## config.mk

```make
export PLATFORM = sky130hd
export DESIGN_NAME = ps2_key_encoder
export DESIGN_NICKNAME = d
export VERILOG_FILES = /design/src/rtl/ps2_key_encoder.sv
export SDC_FILE = /design/constraint.sdc
export NUM_CORES = 1
export LEC_CHECK = 0
export BUFFER_PORTS_ARGS = -buffer_cell sky130_fd_sc_hd__buf_2
export CAP_MARGIN = 20
export CORE_MARGIN = 5
export CORE_UTILIZATION = 45
export DETAILED_ROUTE_END_ITERATION = 7
export PLACE_DENSITY = 0.63
export SYNTH_ARGS = -nofsm -noshare
export SYNTH_HDL_FRONTEND = slang
export SYNTH_SLANG_ARGS = --single-unit
```

## constraint.sdc

```tcl
create_clock -name i_clk_sys -period 5.4 [get_ports i_clk_sys]
set_clock_uncertainty 0.05 [all_clocks]
set_input_delay 1.08 -clock i_clk_sys [delete_from_list [all_inputs] [get_ports i_clk_sys]]
set_output_delay 1.08 -clock i_clk_sys [all_outputs]
set_load 0.005 [all_outputs]
```

## src/rtl/ps2_key_encoder.sv

```systemverilog
// PS/2 keyboard receiver: synchronises and filters the raw lines, deserialises frames, resolves
// E0/F0 prefixes and emits one toggle-flagged {toggle, pressed, extended, code} word per key event.
module ps2_key_encoder #(
    parameter int unsigned FILTER_LEN = 8,
    parameter int unsigned TIMEOUT    = 50000
) (
    input  logic        i_clk_sys,
    input  logic        i_reset,
    input  logic        i_ps2_clk_in,
    input  logic        i_ps2_dat_in,
    output logic [10:0] o_ps2_key,
    output logic        o_key_strobe,
    output logic        o_frame_err
);

    localparam int unsigned FCW = (FILTER_LEN > 2) ? $clog2(FILTER_LEN) : 1;
    localparam int unsigned TCW = $clog2(TIMEOUT);

    typedef enum logic [1:0] {StIdle, StExt, StBrk, StExtBrk} state_e;

    logic           r_clk_s1, r_clk_s2, r_dat_s1, r_dat_s2;
    logic           r_filt;
    logic [FCW-1:0] r_fcnt;
    logic [3:0]     r_bitcnt;
    logic [10:0]    r_shift;
    logic           r_done, r_byte_valid, r_frame_err;
    logic [TCW-1:0] r_idle;
    logic [10:0]    r_ps2_key;
    logic           r_key_strobe;
    state_e         r_state, w_state_next;

    logic           w_fall, w_start_err, w_timeout, w_frame_ok;
    logic [7:0]     w_byte;
    logic           w_is_ack, w_emit, w_ext, w_brk;

    // Filtered clock falls in the same cycle the last required differing sample arrives.
    assign w_fall      = r_filt && !r_clk_s2 && (r_fcnt == FCW'(FILTER_LEN - 1));
    assign w_start_err = w_fall && (r_bitcnt == 4'd0) && r_dat_s2;
    assign w_timeout   = !w_fall && (r_bitcnt != 4'd0) && (r_idle == TCW'(TIMEOUT - 1));
    assign w_frame_ok  = !r_shift[0] && (^r_shift[9:1]) && r_shift[10];
    assign w_byte      = r_shift[8:1];

    always_ff @(posedge i_clk_sys) begin
        if (i_reset) begin
            r_clk_s1 <= 1'b1;
            r_clk_s2 <= 1'b1;
            r_dat_s1 <= 1'b1;
            r_dat_s2 <= 1'b1;
            r_filt   <= 1'b1;
            r_fcnt   <= '0;
        end else begin
            r_clk_s1 <= i_ps2_clk_in;
            r_clk_s2 <= r_clk_s1;
            r_dat_s1 <= i_ps2_dat_in;
            r_dat_s2 <= r_dat_s1;
            if (r_clk_s2 != r_filt) begin
                if (r_fcnt == FCW'(FILTER_LEN - 1)) begin
                    r_filt <= r_clk_s2;
                    r_fcnt <= '0;
                end else begin
                    r_fcnt <= r_fcnt + 1'b1;
                end
            end else begin
                r_fcnt <= '0;
            end
        end
    end

    always_ff @(posedge i_clk_sys) begin
        if (i_reset) begin
            r_bitcnt     <= 4'd0;
            r_shift      <= '0;
            r_done       <= 1'b0;
            r_byte_valid <= 1'b0;
            r_frame_err  <= 1'b0;
            r_idle       <= '0;
        end else begin
            r_done       <= 1'b0;
            r_byte_valid <= r_done && w_frame_ok;
            r_frame_err  <= w_start_err || w_timeout || (r_done && !w_frame_ok);
            if (w_fall) begin
                r_idle <= '0;
                if (!w_start_err) begin
                    r_shift <= {r_dat_s2, r_shift[10:1]};
                    if (r_bitcnt == 4'd10) begin
                        r_bitcnt <= 4'd0;
                        r_done   <= 1'b1;
                    end else begin
                        r_bitcnt <= r_bitcnt + 4'd1;
                    end
                end
            end else if (w_timeout) begin
                r_bitcnt <= 4'd0;
                r_idle   <= '0;
            end else if (r_idle != TCW'(TIMEOUT - 1)) begin
                r_idle <= r_idle + 1'b1;
            end
        end
    end

    always_ff @(posedge i_clk_sys) begin
        if (i_reset) begin
            r_state <= StIdle;
        end else begin
            r_state <= w_state_next;
        end
    end

    always_comb begin
        w_is_ack = (w_byte == 8'hFA) || (w_byte == 8'hAA) || (w_byte == 8'hEE) ||
                   (w_byte == 8'hFE) || (w_byte == 8'hFC);
        w_state_next = r_state;
        if (r_frame_err) begin
            w_state_next = StIdle;
        end else if (r_byte_valid) begin
            if (w_byte == 8'hE0) begin
                w_state_next = StExt;
            end else if (w_byte == 8'hF0) begin
                unique case (r_state)
                    StIdle:  w_state_next = StBrk;
                    StExt:   w_state_next = StExtBrk;
                    default: w_state_next = r_state;
                endcase
            end else begin
                w_state_next = StIdle;
            end
        end
    end

    always_comb begin
        w_ext  = (r_state == StExt) || (r_state == StExtBrk);
        w_brk  = (r_state == StBrk) || (r_state == StExtBrk);
        w_emit = r_byte_valid && (w_byte != 8'hE0) && (w_byte != 8'hF0) &&
                 !((r_state == StIdle) && w_is_ack);
    end

    always_ff @(posedge i_clk_sys) begin
        if (i_reset) begin
            r_ps2_key    <= '0;
            r_key_strobe <= 1'b0;
        end else begin
            r_key_strobe <= w_emit;
            if (w_emit) begin
                r_ps2_key <= {~r_ps2_key[10], ~w_brk, w_ext, w_byte};
            end
        end
    end

    assign o_ps2_key    = r_ps2_key;
    assign o_key_strobe = r_key_strobe;
    assign o_frame_err  = r_frame_err;

endmodule
```

==> results.py <==
metrics = {
    "outcome": {
        "run_status": "finished clean",
    },
    "cts": {
        "max-clock-path-buffers": 2,
        "clk_transition_reported_paths_ns": 0.10,
        "cts.sinks": 56,
        "htreeDepth": 2,
        "clock_insertion_delay_worst_skew_ns": 0.31,
        "post-cts-setup-buffers": 0,
        "cts_root_buffer": "clkbuf_8",
        "cts_inserted_buffers": 5,
        "tritoncts_clock_tree": "built",
        "holdBufCountCts": 0,
        "postCtsResizedCells": 0,
    },
    "setup_path": {
        "worstSetupPathType": "flop to flop",
        "cp_max_fo": 8,
        "timing.critical_path.to_type": "flop",
        "arrival_ns": 2.52,
        "crit_required_ns": 5.56,
        "worst_r2r_path_depth": 7,
        "start_kind": "flop",
        "ff2ff_setup_slack_ns": 3.03,
    },
    "placement": {
        "post-place-ws_ns": 2.92,
        "globalplace.congestion": 0.786,
        "placed_cells_incl_taps": 361,
        "post-dp-hpwl_um": 3320,
        "io_buffer_count": 16,
    },
    "min_path": {
        "timing.hold.worst.class": "flop to flop",
        "holdPathStages": 1,
    },
    "yosys": {
        "ys.flop_type": "dfxtp_1",
        "yosys-top-cells-area": "dfxtp_1 43%, ha_1 7.7%, mux2i_1 7.7%, nand2_1 4.2%, nor2_1 4.0%",
        "async_flop_share_pct": 0,
        "synth_cell_type_count": 44,
        "netlist.top_cell.by_area": "dfxtp_1",
        "synth-warning-count": 0,
        "synth_seq_area_share_pct": 43.2,
        "syn-num-nets": 303,
        "number_of_enable_type_register_cells_in_the_synthesized_netlist": 0,
        "syn_avg_cell_area_um2": 9.17,
        "synth_top_cells_by_count": "56 x dfxtp_1, 29 x nand2_1, 28 x nor2_1, 20 x mux2i_1, 16 x ha_1",
        "synth_top_area_share_pct": 43.2,
        "synthCells": 283,
        "yosys.cell_count.top_type": "dfxtp_1",
        "mappedNetlistArea_um2": 2600,
        "postSynthRegisterBits": 56,
    },
    "floorplan": {
        "boundaryPins": 17,
        "rows": 27,
        "initial_core_util_pct": 46.9,
        "total_die_area_um2": 7390,
        "dieHeight_um": 86.0,
        "die_w_um": 86.0,
        "core_area_um2": 5540,
    },
    "power": {
        "power.leakage_nw": 1.11,
        "irDropWorstVdd_uv": 122,
        "power_density_nw_per_um2": 238,
    },
    "finish": {
        "final_core_utilization_pct": 50.9,
        "num_antenna_cells": 0,
        "drive_gt1_share_pct": 11.7,
        "num-fill-cells": 546,
        "seq_area_um2": 1120,
        "nets": 317,
        "synthToLayoutAreaGrowth_pct": 8.72,
        "instances_no_fill": 370,
        "area_of_combinational_cells_with_multiple_inputs_um2": 1370,
    },
    "routing": {
        "drtAntennaViolNets": 0,
        "avgRoutedWirePerCell_um": 12.9,
        "drt-pass1-iter-count": 4,
        "route.detailed.vias_per_inst": 5.29,
        "num_vias": 1959,
        "detail_route.wirelength_um": 4790,
        "remaining_drc_errors": 0,
        "drtIter0Drc": 139,
    },
    "global_routing": {
        "grtUsageTotal_pct": 13.8,
        "wire_length_of_the_first_global_routing_pass_um": 8330,
        "maximum_number_of_pins_on_one_net_before_global_route_repair": 32,
        "grt_pass1_vias": 1778,
        "initial_antenna_violation_count": 0,
        "globalRouteOverflowTotal": 0,
    },
    "sta": {
        "worst-slew-pin-transition_ns": 0.675,
        "hold_viol_final": 0,
        "fin_tns_setup_ns": 0,
        "timing.fmax_mhz": 423,
        "postLayoutSetupSlackWorst_ns": 3.03,
        "maxSlewHeadroom_pct": 55.0,
        "rsz0062_at_grt": "false",
        "slew_violations": 0,
        "period_minus_slack_ns": 2.37,
        "period_share_pct": 43.8,
        "setup_viol_count_final": 0,
    },
    "run": {
        "maxCapViolations": 0,
    },
}
-- routing by layer --
metal | vias to the layer above | GRT usage (%) | share of wire (%)
met5 | - | 0 | 0
met4 | 0 | 4.75 | 1.5
met1 | 912 | 19.2 | 51
li1 | 1014 | - | -
met3 | 8 | 3.27 | 3.4
met2 | 25 | 21.0 | 44
-- power by group --
group	switching, mW	internal [mW]
registers	0.00325	0.416
logic	0.0115	0.00519
clock network	0.131	0.104
total	0.146	0.526
-- final cells by class --
class / count / area share [%]
sequential: 56 / 39.7
inverter: 13 / 1.73
timing repair buffer: 19 / 3.68
multi-input combinational: 202 / 48.4
clock buffer: 7 / 3.06
clock inverter: 1 / 0.266
tap: 72 / 3.19
-- registers in the layout, indices dropped and copies added, names as in the netlist --
name and flops:
r_clk_s2 1, r_byte_valid 1, r_dat_s2 1, r_shift 11, r_idle 16, o_key_strobe 1, r_filt 1, r_bitcnt 4
r_done 1, o_frame_err 1, r_clk_s1 1, o_ps2_key 11, r_fcnt 3, r_state 2, r_dat_s1 1
-- metrics by stage --
stage	power [mW]	area (um2)	hold slack, ns
after floorplan	0.442	2600	0.339
after global placement	0.445	2710	0.345
after detailed placement	0.446	2720	0.345
after CTS	0.683	2820	0.368
after global routing	0.703	2820	0.385
final	0.672	2820	0.366
-- worst max-delay path, stage by stage (launching register included) --
cell and delay, ns:
dfxtp_1 0.43, inv_1 0.07, ha_1 0.25, o2111ai_1 0.23
nand2_1 0.11, a21oi_1 0.54, buf_6 0.23, mux2_2 0.34
-- worst paths after layout --
kind | startpoint | to
worst min register to register | r_clk_s1 | r_clk_s2
worst max register to register | r_shift[5] | o_ps2_key[10]
worst min-delay path | r_clk_s1 | r_clk_s2
worst max-delay path | r_shift[5] | o_ps2_key[10]
-- layout by cell type (no fill, tap or decap), types with 3 or more instances in the layout --
| cell | instances |
|---|---|
| a21oi_1 | 12 |
| and2_1 | 5 |
| and3_1 | 5 |
| buf_2 | 16 |
| clkbuf_8 | 6 |
| dfxtp_1 | 56 |
| ha_1 | 16 |
| inv_1 | 13 |
| mux2i_1 | 20 |
| nand2_1 | 29 |
| nand3_1 | 14 |
| nand4_1 | 7 |
| nor2_1 | 28 |
| nor3_1 | 5 |
| o211ai_1 | 3 |
| o21ai_0 | 5 |
| or2_2 | 4 |
| or3_1 | 3 |
| or4_1 | 4 |
| xnor2_1 | 4 |
| xor2_1 | 9 |
-- cell families after synthesis --
logic type / count (synthesis) / synth area share (%)
AOI/OAI and AO/OA: 33 / 8.53
xor gates and xnor gates: 14 / 5.25
adders and majority gates: 16 / 7.71
buffers and inverters: 25 / 4.24
DFF: 56 / 43.2
muxes: 21 / 8.14
and+or+nand+nor: 118 / 22.9
No activity file was read; power rests on OpenSTA's default activity.
